**src/rtl/urv_pkg.sv**
```systemverilog
// Shared definitions for the writeback stage: result-source encodings,
// load funct3 codes and the writeback state type.
package urv_pkg;

  localparam logic [1:0] RD_SOURCE_ALU  = 2'd0;
  localparam logic [1:0] RD_SOURCE_DIV  = 2'd1;
  localparam logic [1:0] RD_SOURCE_LOAD = 2'd2;

  localparam logic [2:0] FUNC_LB  = 3'd0;
  localparam logic [2:0] FUNC_LH  = 3'd1;
  localparam logic [2:0] FUNC_LW  = 3'd2;
  localparam logic [2:0] FUNC_LBU = 3'd4;
  localparam logic [2:0] FUNC_LHU = 3'd5;

  typedef enum logic {
    WB_IDLE      = 1'b0,
    WB_LOAD_WAIT = 1'b1
  } wb_state_t;

endpackage

```
**src/rtl/urv_load_align.sv**
```systemverilog
// Load data alignment: picks the addressed byte/half out of the memory word
// and sign- or zero-extends it according to the load funct3.
module urv_load_align
  import urv_pkg::*;
(
  input  logic [2:0]  fun,
  input  logic [1:0]  lsb,
  input  logic [31:0] raw,
  output logic [31:0] aligned
);

  logic [7:0]  byte_sel;
  logic [15:0] half_sel;

  // Extract the addressed byte and half; lsb[0] is irrelevant for halves
  // because misaligned halfword accesses never reach this stage.
  always_comb begin
    byte_sel = raw[8*lsb +: 8];
    half_sel = lsb[1] ? raw[31:16] : raw[15:0];
  end

  // Extend the selected field; unknown funct3 codes load the full word.
  always_comb begin
    case (fun)
      FUNC_LB:  aligned = {{24{byte_sel[7]}}, byte_sel};
      FUNC_LBU: aligned = {24'h0, byte_sel};
      FUNC_LH:  aligned = {{16{half_sel[15]}}, half_sel};
      FUNC_LHU: aligned = {16'h0, half_sel};
      default:  aligned = raw;
    endcase
  end

endmodule

```
**src/rtl/urv_writeback.sv**
```systemverilog
// Writeback stage: registers the retiring result (ALU, divider or aligned
// load data), writes the register file, feeds the W->X bypass and holds
// the pipeline while a load is waiting for memory.
module urv_writeback
  import urv_pkg::*;
#(
  parameter int G_WITH_DIVIDER = 1
) (
  input  logic        clk_i,
  input  logic        rst_i,
  input  logic        x_valid_i,
  input  logic        x_stall_i,
  input  logic        x_kill_i,
  input  logic        x_rd_write_i,
  input  logic [4:0]  x_rd_i,
  input  logic [1:0]  x_rd_source_i,
  input  logic [31:0] x_rd_value_i,
  input  logic [31:0] x_div_result_i,
  input  logic [2:0]  x_fun_i,
  input  logic [1:0]  x_dm_addr_lsb_i,
  input  logic [31:0] dm_data_l_i,
  input  logic        dm_load_done_i,
  output logic        w_stall_req_o,
  output logic        rf_write_o,
  output logic [4:0]  rf_rd_o,
  output logic [31:0] rf_wdata_o,
  output logic        w_bypass_valid_o,
  output logic [4:0]  w_bypass_rd_o,
  output logic [31:0] w_bypass_value_o
);

  wb_state_t   state;
  logic [4:0]  rd_q;
  logic        rd_write_q;
  logic [2:0]  fun_q;
  logic [1:0]  lsb_q;

  logic        capture;
  logic        rd_write_eff;
  logic [31:0] exec_value;
  logic [31:0] load_aligned;

  // Capture qualification and result-source selection for non-load results.
  always_comb begin
    capture      = x_valid_i && !x_stall_i && !x_kill_i && (state == WB_IDLE);
    rd_write_eff = x_rd_write_i && (x_rd_i != 5'd0);
    exec_value   = x_rd_value_i;
    if (x_rd_source_i == RD_SOURCE_DIV)
      exec_value = (G_WITH_DIVIDER != 0) ? x_div_result_i : 32'h0;
  end

  urv_load_align u_load_align (
    .fun     (fun_q),
    .lsb     (lsb_q),
    .raw     (dm_data_l_i),
    .aligned (load_aligned)
  );

  // Writeback FSM: non-loads retire one cycle after capture; loads park in
  // LOAD_WAIT until memory returns, then retire one cycle after the done pulse.
  always_ff @(posedge clk_i or posedge rst_i) begin
    if (rst_i) begin
      state      <= WB_IDLE;
      rd_q       <= 5'd0;
      rd_write_q <= 1'b0;
      fun_q      <= 3'd0;
      lsb_q      <= 2'd0;
      rf_write_o <= 1'b0;
      rf_rd_o    <= 5'd0;
      rf_wdata_o <= 32'h0;
    end else begin
      rf_write_o <= 1'b0;
      case (state)
        WB_IDLE: begin
          if (capture) begin
            rd_q       <= x_rd_i;
            rd_write_q <= rd_write_eff;
            fun_q      <= x_fun_i;
            lsb_q      <= x_dm_addr_lsb_i;
            if (x_rd_source_i == RD_SOURCE_LOAD) begin
              state <= WB_LOAD_WAIT;
            end else begin
              rf_write_o <= rd_write_eff;
              rf_rd_o    <= x_rd_i;
              rf_wdata_o <= exec_value;
            end
          end
        end
        WB_LOAD_WAIT: begin
          if (dm_load_done_i) begin
            rf_write_o <= rd_write_q;
            rf_rd_o    <= rd_q;
            rf_wdata_o <= load_aligned;
            state      <= WB_IDLE;
          end
        end
        default: state <= WB_IDLE;
      endcase
    end
  end

  // Stall while the load is outstanding; bypass mirrors the registered write.
  always_comb begin
    w_stall_req_o    = (state == WB_LOAD_WAIT);
    w_bypass_valid_o = rf_write_o;
    w_bypass_rd_o    = rf_rd_o;
    w_bypass_value_o = rf_wdata_o;
  end

endmodule

```
**config.mk**
```make
export PLATFORM = sky130hd
export DESIGN_NAME = urv_writeback
export DESIGN_NICKNAME = d
export VERILOG_FILES = /design/src/rtl/urv_pkg.sv /design/src/rtl/urv_load_align.sv /design/src/rtl/urv_writeback.sv
export SDC_FILE = /design/constraint.sdc
export NUM_CORES = 1
export LEC_CHECK = 0
export ABC_CLOCK_PERIOD_IN_PS = 4300
export BUFFER_PORTS_ARGS = -buffer_cell sky130_fd_sc_hd__buf_2
export CORE_MARGIN = 2
export CORE_UTILIZATION = 28
export CTS_CLUSTER_DIAMETER = 50
export DETAILED_ROUTE_END_ITERATION = 7
export SYNTH_ARGS = -nofsm -noshare
export SYNTH_HDL_FRONTEND = slang
export SYNTH_SLANG_ARGS = --single-unit
```
**constraint.sdc**
```tcl
create_clock -name clk_i -period 4.3 [get_ports clk_i]
set_input_delay 0.215 -clock clk_i [delete_from_list [all_inputs] [get_ports clk_i]]
set_output_delay 0.215 -clock clk_i [all_outputs]
set_load 0.01 [all_outputs]
```
; Word level (Yosys, flattened, before mapping)
; Cells that the tools add are included.
[word_totals]
mem_bits_rw = 0
ff_bits = 50
latchBits = 0
elab_cells = 47
in_bits = 115
n_memories = 0
output_inout_bits = 77
rom_bits = 0
[op_classes]
n_bitwise = 1
shifts = 1
div_mod_pow = 0
eq_ne = 8
mux = 19
n_lt_le_gt_ge = 0
n_reduce_logical = 10
mul = 0
addsub = 0
[op_table]
columns = cell, count
row1 = 32-bit two-way mux, 4
row2 = 32-bit case mux with 4 select lines, 1
row3 = 32-bit case mux with 2 select lines, 1
row4 = 32-bit by 6-bit indexed part select with 8-bit output, 1
row5 = 16-bit two-way mux, 1
row6 = 5-bit two-way mux, 3
row7 = 5-bit case mux with 2 select lines, 1
row8 = "3-bit equality test, second input constant", 2
row9 = 1-bit two-way mux, 6
row10 = "2-bit inequality test, second input constant", 3
row11 = 5-bit nonzero test, 1
row12 = 1-bit logical AND, 4
row13 = 1-bit case mux with 2 select lines, 2
row14 = "3-bit by 1-bit equality test with 1-bit output, second input constant", 1
row15 = 3-bit logical NOT, 1
row16 = 3-bit AND reduction, 1
row17 = "2-bit by 1-bit equality test with 1-bit output, second input constant", 1
row18 = "2-bit equality test, second input constant", 1
row19 = 1-bit logical NOT, 2
row20 = 2-bit AND reduction, 1
row21 = 1-bit NOT, 1

; Depth between registers and ports, before layout
; Gate-level depths: netlist (run 1).
[logic_depth]
depth_word = 6
mapped_depth = 7
mapped_depth_nobuf = 4

; Cells and area by module
; A second synthesis (run 1) with hierarchy kept.
[hier_totals]
hier_cells = 391
area_unflattened_um2 = 3724.8
[by_module_without_submodules]
columns = module, seq_area_each_um2, n_inst, area_each_um2, cells_each
row1 = urv_writeback, 1251.2, 1, 2879.0, 295
row2 = urv_load_align, 0.0, 1, 845.8, 96

; Worst setup path before layout (run 1)
; Ideal clock, no wire load.
[synth_timing]
path_kind = register to register
from = register lsb_q[0]
to = register rf_wdata_o[21]
arrival_ps = 1731
required_time_ps = 4174
path_buffers = 1
setup_ps = 126
path_slack_ps = 2444
synth_period_minus_slack_ps = 1856
path_stages_with_launch = 6
path_cell_list = dfrtp_1 -> mux2_4 -> mux4_2 -> buf_6 -> a221oi_1 -> o21ai_1
[synth_between]
elab_chain_len = 4
[synth_rtl]
columns = element, line_no
row1 = from (decl), urv_writeback.sv:36  ; logic [1:0] lsb_q;
row2 = from (signal assigned), urv_writeback.sv:79  ; lsb_q <= x_dm_addr_lsb_i;
row3 = 32-bit by 6-bit indexed part select with 8-bit output, urv_load_align.sv:18  ; byte_sel = raw[8*lsb +: 8];
row4 = 32-bit case mux with 4 select lines, urv_load_align.sv:24  ; case (fun)
row5 = 32-bit two-way mux, urv_writeback.sv:90  ; if (dm_load_done_i) begin
row6 = 32-bit case mux with 2 select lines, urv_writeback.sv:73  ; case (state)
row7 = to (signal assigned), urv_writeback.sv:85  ; rf_wdata_o <= exec_value;
row8 = to (signal assigned), urv_writeback.sv:93  ; rf_wdata_o <= load_aligned;
row9 = to (decl), urv_writeback.sv:26  ; output logic [31:0] rf_wdata_o,
; Every way passes these cells. The select of a mux whose other input is x is not followed.
; A chain may end at the register's enable or synchronous reset.

; Final worst setup path (run 1)
[layout_timing]
from = register state, in the netlist w_stall_req_o
to = register rf_wdata_o[7]
[layout_between]
elab_chain_len = 4
elab_cells_between_ends = 7
cone_classes = eq/ne (3) / mux (1) / bitwise (1) / reduce/logical (2)
[layout_rtl]
columns = element, line_no
row1 = from (decl), urv_writeback.sv:32  ; wb_state_t state;
row2 = from (signal assigned), urv_writeback.sv:63  ; state <= WB_IDLE;
row3 = from (signal assigned), urv_writeback.sv:81  ; state <= WB_LOAD_WAIT;
row4 = from (signal assigned), urv_writeback.sv:94  ; state <= WB_IDLE;
row5 = 1-bit NOT (no source line), -
row6 = 1-bit logical AND, urv_writeback.sv:45  ; capture = x_valid_i && !x_stall_i && !x_kill_i && (state == WB_IDLE);
row7 = 2-bit inequality test (no source line), -
row8 = 3-bit AND reduction (no source line), -
; Several ways; a longest one is shown, not always the timed one.

==> results of run 1 <==
[metrics by stage]
stage	area, um2	hold slack [ns]	setup slack [ns]	util
5_1_grt	4460	0.137	1.26	0.369
3_5_place_dp	4260	0.417	1.43	0.353
6_report	4460	0.117	1.50	0.370
2_1_floorplan	3470	0.314	2.44	-
4_1_cts	4460	0.117	1.43	0.369
3_3_place_gp	4260	0.410	1.54	0.353
[worst max-delay path, delay by kind of cell, from the launching register on]
| kind | cells | cell delay (ns) |
|---|---|---|
| AOI/OAI and AO/OA | 3 | 1.34 |
| DFF | 1 | 0.69 |
| and+or+nand+nor | 1 | 0.65 |
[cells in the mapped netlist, types with 3 or more instances]
cell and count:
mux2i_1 18, nor3_1 3, buf_2 6, a221oi_1 16, o21ai_0 11, o21ai_1 25, a31oi_1 14, nor2b_1 4
buf_4 39, mux2_2 17, o221ai_1 5, dfrtp_1 50, clkbuf_1 20, nor2_1 5, o22a_1 8, mux2_1 3
a22o_1 5, nand2_1 83, a21oi_1 29, nand2b_1 9
[kinds of logic (layout without fill, tap and decap cells)]
| group | count (synthesis) | count (layout) | share of synthesized area |
|---|---|---|---|
| AOI/OAI and AO/OA | 124 | 124 | 0.235 |
| buffers and inverters | 71 | 203 | 0.123 |
| DFF | 50 | 50 | 0.360 |
| muxes | 41 | 41 | 0.132 |
| other | 0 | 2 | 0 |
| and+or+nand+nor | 116 | 116 | 0.150 |
[cell type report]
cell class	count	area, um2
fill	1258	7600
multi-input combinational	281	1820
sequential	50	1250
timing repair buffer	192	963
tap	168	210
clock buffer	6	139
clock inverter	2	60.1
inverter	3	11.3
antenna	2	5.00
[sequential cells by signal (all words and copies together), names as in the netlist]
| signal | flops |
|---|---|
| rf_wdata_o | 32 |
| rd_q | 5 |
| rf_rd_o | 5 |
| fun_q | 3 |
| lsb_q | 2 |
| rd_write_q | 1 |
| rf_write_o | 1 |
| w_stall_req_o | 1 |
[where the power goes]
group	internal [uW]	switching, uW
clock network	350	184
registers	583	134
logic	300	352
total	1230	670
[worst min path at each step]
stage	start	to	slack [ns]	cells after the start
finish	x_fun_i[2]	fun_q[2]	0.12	3
floorplan	dm_load_done_i	w_stall_req_o	0.31	1
detailed placement	x_fun_i[2]	fun_q[2]	0.42	3
global route	dm_load_done_i	w_stall_req_o	0.14	2
CTS	x_fun_i[2]	fun_q[2]	0.12	3
global placement	x_fun_i[2]	fun_q[2]	0.41	3
[per-layer routing]
| metal | up-vias | GRT usage | share of wire |
|---|---|---|---|
| li1 | 1681 | - | - |
| met3 | 17 | 0.0364 | 0.075 |
| met1 | 1647 | 0.223 | 0.42 |
| met5 | - | 0 | 0.0011 |
| met2 | 163 | 0.293 | 0.48 |
| met4 | 2 | 0.0418 | 0.016 |
[cells in the final DEF (no fill, tap or decap), drive strengths merged, types with 2 or more instances in the layout]
cell type / n
diode: 2
buf: 192
or3: 2
o221ai: 5
bufinv: 2
dfrtp: 50
a221oi: 17
clkbuf: 6
nand2b: 9
o22a: 8
nand2: 83
nor2: 6
inv: 3
a31oi: 14
nor3: 3
a22o: 5
a21oi: 29
nor2b: 4
mux2: 22
mux2i: 18
o21ai: 37
nor4b: 2
==> impl_metrics.toml, run 1 <==
[cts]
numCtsBuffers = 5
post_cts_buffers = 0
clk_latency_ns = 0.29
cts.path.max_buffers = 2
cts_tree = "built"
postCtsHoldBufs = 0
numClockSinks = 50
cts.reportedPaths.clkPinSlew_ns = 0.07
htreeDepth = 2
post_cts_resized = 0
root_buffer = "clkbuf_16"

[yosys]
synth_edf_count = 0
synth.area.top_cells = "dfrtp_1 (36%), nand2_1 (9.0%), buf_4 (8.4%), mux2_2 (5.5%), mux2i_1 (5.2%)"
syn_area_mm2 = 0.00347
synth_area_leader_cell = "dfrtp_1"
ys_types = 47
synth_top_area_share = 0.360
syn_nets = 517
ys.flop_type = "dfrtp_1"
seq_area_frac_synth = 0.360
syn_avg_cell_area_um2 = 8.64
ys_warn_count = 0
netlist_instances = 402
synth_seq_cells = 50
synth-async-reset-ratio = 1.00

[finish]
final_cells = 704
layout-drive-gt1-share = 0.429
nNetsFinal = 648
area_growth_pct = 28.4

[timing]
maxSlewViolCount = 0
fmax_ghz = 0.358
post-route-min-period_ns = 2.80
worst_pin_slew_ns = 1.12
fin_worst_skew_ns = 0.00665
finalCritPeriodShare = 0.650
finalSetupTns_ns = 0
relSlewSlack = 0.253
finalHoldViolations = 0
finalSetupViolCount = 0
rsz0062_at_grt = "false"

[floorplan]
die_x_um = 115
num_io_pins = 192
fp.dieArea_mm2 = 0.0133
initial_core_util = 0.288
fp.dieH_um = 115
rows = 40
fp.coreArea_mm2 = 0.0121

[critical_path]
reg2reg_from = "w_stall_req_o"
path_cells = "and2_1 -> a21oi_4 -> a211oi_1 -> a211o_1"
cp_slowest_cell = "a21oi_4"
critPathMaxStageDelay_ns = 0.91
crit_arrival_ns = 2.97
endpoint_kind = "flip-flop"
reg2reg_depth = 4
crit_end = "rf_wdata_o[7]"
cp_max_fo = 39
rrSetupSlack_ns = 1.50
start_kind = "flip-flop"
startpoint = "w_stall_req_o"
required_ns = 4.48
setup.worst_path.class = "reg2reg"
r2r_end = "rf_wdata_o[7]"

[grt]
grt_pass1_vias = 3354
grt_pass1_wl_um = 17600
antenna_found_initial = 2
grt-ovfl-total = 0
grt_max_degree = 51
grt_usage = 0.172

[power_and_ir_drop]
leakagePower_uw = 0.00215
power_uw = 1900
power_density_mw_per_mm2 = 426
ir_worst_vdd_mv = 0.250

[placement]
io_buffers = 191
dp.cells = 694
place_hpwl_um = 9140
place.gp.congestion = 0.765

[run]
cap_violations = 0

[drt]
vias = 3510
drc = 0
drt_iter0_drc = 201
via_per_inst = 4.99
first_pass_iters = 5
totalWireLength_um = 11900
final_antenna_net_count = 0
routedWlPerCell_um = 16.9

[hold_path]
hold_class = "in2reg"

[outcome]
status = "complete, no violations"
Note: power is estimated with default switching activity, not from simulation.
==> run 2: changes to the inputs <==
ABC_AREA = 1   (was not set)
ABC_CLOCK_PERIOD_IN_PS = 2300   (was 4300)
clock period = 2.3 ns   (was 4.3 ns; I/O delays follow)
==> run 2 against run 1 <==
  * Combinational power increased by 100%
  * Global-route usage increased by 0.17 points
  * Clock power increased by 85%
  * Via count increased by 13%
  * Maximum frequency increased by 56%
  * Sequential power increased by 77%
==> impl_metrics.toml, run 2 <==
[critical_path]
rrSetupSlack_ns = 0.51
setup.worst_path.class = "reg2reg"
required_ns = 2.47
path_common_cell = "nand2_1"
cp_max_fo = 16
path_cells = "o21ai_0 -> nand3b_2 -> nand2_1 -> o21bai_1 -> nand2_1"
cp_slowest_cell = "dfrtp_1"
endpoint_kind = "flip-flop"
crit_arrival_ns = 1.96
start_kind = "flip-flop"
critPathMaxStageDelay_ns = 0.67

[finish]
fillers = 1434
design_area_mm2 = 0.00470
top_regs = "rf_wdata_o (32), rd_q (5), rf_rd_o (5)"
layout-drive-gt1-share = 0.312
nNetsFinal = 828
largest_reg_flops = 32
final_cell_mix = "nand2_1 (211), buf_2 (191), nand3_1 (76)"
area_growth_pct = 28.9
layout_commonest_cell = "nand2_1"
top_register = "rf_wdata_o"

[yosys]
ys_types = 25
seq_area_frac_synth = 0.343
synth_most_common_cell = "nand2_1"
synth_top_area_share = 0.343
synth-async-reset-ratio = 1.00
netlist_instances = 572
syn_area_mm2 = 0.00365
syn_avg_cell_area_um2 = 6.37
ys.flop_type = "dfrtp_1"
synth_edf_count = 0
synthTopCellsByCount = "nand2_1 (212), nand3_1 (76), inv_1 (51)"
syn_nets = 687
synth_area_leader_cell = "dfrtp_1"
synth.area.top_cells = "dfrtp_1 (34%), nand2_1 (22%), nand3_1 (10%), buf_4 (7.8%), inv_1 (5.3%)"
synth_seq_cells = 50
ys_warn_count = 0

[drt]
drc = 0
drt_iter0_drc = 219
first_pass_iters = 4
routedWlPerCell_um = 13.9
totalWireLength_um = 12300
final_antenna_net_count = 0
vias = 3964
via_per_inst = 4.47

[cts]
numCtsBuffers = 5
postCtsHoldBufs = 0
numClockSinks = 50
clk_latency_ns = 0.29
post_cts_resized = 0
cts.reportedPaths.clkPinSlew_ns = 0.07
post_cts_buffers = 0
root_buffer = "clkbuf_16"
cts_tree = "built"
htreeDepth = 2
cts.path.max_buffers = 2

[placement]
place.gp.congestion = 0.850
io_buffers = 191
postPlaceCellArea_mm2 = 0.00450
place_hpwl_um = 9500

[grt]
met1_usage = 0.234
grt_pass1_wl_um = 19500
grt_busiest_layer = "met2"
use_met2 = 0.298
grt_usage = 0.174
grt_max_degree = 55
grt_pass1_vias = 3758
grt_use_met3 = 0.0310
grt-ovfl-total = 0
antenna_found_initial = 1

[floorplan]
initial_core_util = 0.288
die_x_um = 118
fp.dieArea_mm2 = 0.0140
fp.coreArea_mm2 = 0.0127
fp.dieH_um = 118
rows = 41
num_io_pins = 192

[power_and_ir_drop]
ir_worst_vdd_mv = 0.260
p_clk_frac = 0.275
switching_power_uw = 1310
leakagePower_uw = 0.00274
comb_power_share = 0.370
p_int_uw = 2280
switching_share = 0.365
p_seq_frac = 0.355
power_density_mw_per_mm2 = 762

[timing]
finalHoldViolations = 0
relSlewSlack = 0.546
rsz0062_at_grt = "false"
finalCritPeriodShare = 0.777
fmax_ghz = 0.560
fin_worst_skew_ns = 0.00843
finalSetupViolCount = 0
post-route-min-period_ns = 1.79
worst_pin_slew_ns = 0.681
finalSetupTns_ns = 0
maxSlewViolCount = 0

[run]
cap_violations = 0

[hold_path]
hold_class = "in2async"

[outcome]
status = "complete, no violations"
==> run 2: cell count changes after synthesis, sizes merged, moves of 7 or more <==
cell / change
a221oi: -17
a31oi: -8
inv: +53
mux2: -22
mux2i: -18
nand2: +132
nand2b: -9
nand3: +77
nor2: +12
o21bai: +7
o22a: -8
==> run 2: kinds of logic after synthesis <==
kind of cell,Yosys count,share of synthesized area
flops,50,0.343
compound gates,83,0.123
buf+inv,127,0.177
simple gates,312,0.357
==> run 2: worst max-delay path: cells and delay by family (launching register included) <==
family	cells	cell delay, ns
AOI/OAI and AO/OA	2	0.43
DFF	1	0.67
and+or+nand+nor	3	0.57
==> run 2: layer usage <==
metal,share of wire,vias to the layer above
met3,0.061,2
met1,0.47,1767
met5,0,-
met2,0.47,144
li1,-,2051
met4,0.0030,0
==> run 2: metrics by stage <==
stage                     hold WS (ns)  std cells  utilization  power (uW)  worst slack, ns
after floorplan                  0.214        572            -        2250            0.967
after global placement           0.330        878        0.355        2620            0.563
after detailed placement         0.330        878        0.355        2630            0.533
after CTS                       0.0290        886        0.371        3640            0.525
after global routing            0.0419        886        0.371        3830            0.367
final                          0.00143        887        0.371        3580            0.513
==> run 2: power groups by stage <==
stage,clock [uW],combinational [uW],sequential (uW)
after floorplan,0,921,1330
after global placement,0,1330,1290
after detailed placement,0,1340,1290
after CTS,1010,1340,1280
after global routing,1050,1480,1300
final,987,1320,1270
==> run 2: worst paths after layout <==
kind | start | cells past startpoint | to
min in group clk_i | x_dm_addr_lsb_i[0] | 3 | lsb_q[0]
worst max-delay path | lsb_q[1] | 5 | rf_wdata_o[21]
worst max register to register | lsb_q[1] | 5 | rf_wdata_o[21]
worst min-delay path | rst_i | 3 | rf_wdata_o[29]
max in group asynchronous | rst_i | 3 | rf_wdata_o[13]
worst min register to register | rd_q[3] | 2 | rd_q[3]
==> run 2: cell type report <==
| cell class | count | area [um2] | area share |
|---|---|---|---|
| clock buffers | 6 | 139 | 0.0296 |
| well taps | 172 | 215 | 0.0458 |
| flip-flops and latches | 50 | 1250 | 0.266 |
| clock inverters | 2 | 60.1 | 0.0128 |
| multi-input cells | 395 | 1750 | 0.372 |
| inverters | 60 | 225 | 0.0479 |
| repair buffers | 201 | 1060 | 0.225 |
| diodes | 1 | 2.50 | 0.000532 |
==> run 3: changes to the inputs <==
ABC_AREA = 0   (was 1)
ABC_CLOCK_PERIOD_IN_PS = 1650   (was 2300)
clock period = 1.65 ns   (was 2.3 ns; I/O delays follow)
==> run 3 against run 2 <==
  * The flow now finishes with violations (negative setup slack)
  * Global-route usage up 1.2 points
  * Utilization up 4.9 points
  * Die area down 4.5%
  * Clock power up 5%
  * Maximum frequency down 3.6%
  * Power up 38%
  * Combinational power up 63%
  * Via count down 8.4%
  * Register-to-register slack worse by 0.72 ns
  * Critical path type unchanged
==> impl_metrics.toml, run 3 (same netlist as run 1, synthesis figures left out) <==
[timing]
fmax_ghz = 0.539
rsz0062_at_grt = "true"
finalSetupViolCount = 25
whs_ns = 0.00616
worst_pin_slew_ns = 0.571
fin_worst_skew_ns = 0.00572
relSlewSlack = 0.619
finalHoldViolations = 0
layout_setup_ws_ns = -0.204
finalCritPeriodShare = 1.12
post-route-min-period_ns = 1.85
maxSlewViolCount = 0

[finish]
fin_util = 0.420
largest_reg_flops = 32
final_cell_mix = "buf_2 (191), nand2_1 (83), dfrtp_1 (49)"
num_antenna_cells = 0
fillers = 1213
nNetsFinal = 688
layout_commonest_cell = "buf_2"
top_register = "rf_wdata_o"
design_area_mm2 = 0.00507
top_regs = "rf_wdata_o (32), rd_q (5), rf_rd_o (5)"
layout-drive-gt1-share = 0.518
area_growth_pct = 45.8
final_cells = 741

[drt]
via_per_inst = 4.90
routedWlPerCell_um = 17.3
totalWireLength_um = 12800
vias = 3633
drt_iter0_drc = 169
final_antenna_net_count = 0
drc = 0
first_pass_iters = 4

[critical_path]
rrSetupSlack_ns = -0.20
crit_arrival_ns = 2.02
critPathMaxStageDelay_ns = 0.48
start_kind = "flip-flop"
setup.worst_path.class = "reg2reg"
path_cells = "mux2_4 -> mux4_2 -> buf_12 -> a221oi_2 -> o21ai_1"
required_ns = 1.82
cp_max_fo = 16
cp_slowest_cell = "mux4_2"
endpoint_kind = "flip-flop"

[placement]
io_buffers = 191
postPlaceCellArea_mm2 = 0.00462
place_hpwl_um = 9820
dp.cells = 724
place.gp.congestion = 0.796
dp_slack_ns = -0.258

[cts]
cts.reportedPaths.clkPinSlew_ns = 0.07
numCtsBuffers = 5
clk_latency_ns = 0.29
cts_tree = "built"
numClockSinks = 50
cts.path.max_buffers = 2
root_buffer = "clkbuf_16"
htreeDepth = 2

[grt]
grt_pass1_wl_um = 18900
antenna_found_initial = 2
grt_max_degree = 28
grt-ovfl-total = 0
grt_usage = 0.186
grt_pass1_vias = 3585

[floorplan]
num_io_pins = 192
fp.dieArea_mm2 = 0.0133
die_x_um = 115
fp.dieH_um = 115
initial_core_util = 0.288
fp.coreArea_mm2 = 0.0121
rows = 40

[run]
cap_violations = 0

[outcome]
status = "finished with violations"
violations = "negative setup slack"

[power_and_ir_drop]
power_density_mw_per_mm2 = 979
leakagePower_uw = 0.00240
ir_worst_vdd_mv = 0.401

[hold_path]
hold_class = "in2reg"
==> run 3: cell count changes in the layout (fill, tap and decap cells not counted), sizes merged, moves of 5 or more <==
| cell | delta |
|---|---|
| a221oi | +17 |
| a22o | +5 |
| a31oi | +8 |
| buf | +25 |
| inv | -53 |
| mux2 | +22 |
| mux2i | +18 |
| nand2 | -132 |
| nand2b | +9 |
| nand3 | -77 |
| nor2 | -12 |
| o21bai | -7 |
| o221ai | +5 |
| o22a | +8 |
==> run 3: final timing paths <==
check,start,to,depth (start not counted)
max,lsb_q[0],rf_wdata_o[31],5
min,x_fun_i[1],fun_q[1],3
max reg2reg,lsb_q[0],rf_wdata_o[31],5
min reg2reg,rd_q[4],rd_q[4],2
max in group asynchronous,rst_i,w_stall_req_o,4
min in group asynchronous,rst_i,rf_rd_o[4],3
==> run 3: routing by layer <==
layer	global-route usage	wire, um	vias up
met2	0.333	6430	123
met3	0.0343	695	8
met4	0.0257	72	2
li1	-	-	1758
met1	0.239	5590	1742
met5	0	13	-
==> run 3: what timing repair did <==
action	CTS	global route
setup endpoints to repair	27	30
endpoints found under the hold margin	24	0
setup buffers	0	4
gates resized for setup	20	17
hold buffers	4	0
pin swaps	5	3
gates cloned	1	1
==> run 3: cell type report <==
| class | count | area, um2 | area share |
|---|---|---|---|
| Multi-Input combinational cell | 283 | 2100 | 0.415 |
| Timing Repair Buffer | 230 | 1350 | 0.266 |
| Sequential cell | 50 | 1250 | 0.247 |
| Tap cell | 168 | 210 | 0.0415 |
| Clock buffer | 7 | 143 | 0.0281 |
| Inverter | 3 | 11.3 | 0.00222 |
==> run 3: metrics by stage <==
step,total power [uW],setup TNS [ns]
finish,4960,-3.38
global route,5310,-4.68
CTS,4920,-3.10
detailed placement,3790,-3.66
global placement,3760,-2.51
floorplan,3140,-2.49
==> run 3: worst max-delay path: cells and delay by family, from the launching register on <==
| family | cells | cell delay (ns) |
|---|---|---|
| mux | 2 | 0.80 |
| flops | 1 | 0.42 |
| compound gates | 2 | 0.33 |
| buf+inv | 1 | 0.18 |
==> run 3: power by group <==
part | switching [uW] | total [uW] | internal [uW]
clock network | 444 | 1040 | 597
registers | 248 | 1770 | 1520
logic | 1180 | 2150 | 967
total | 1880 | 4960 | 3090
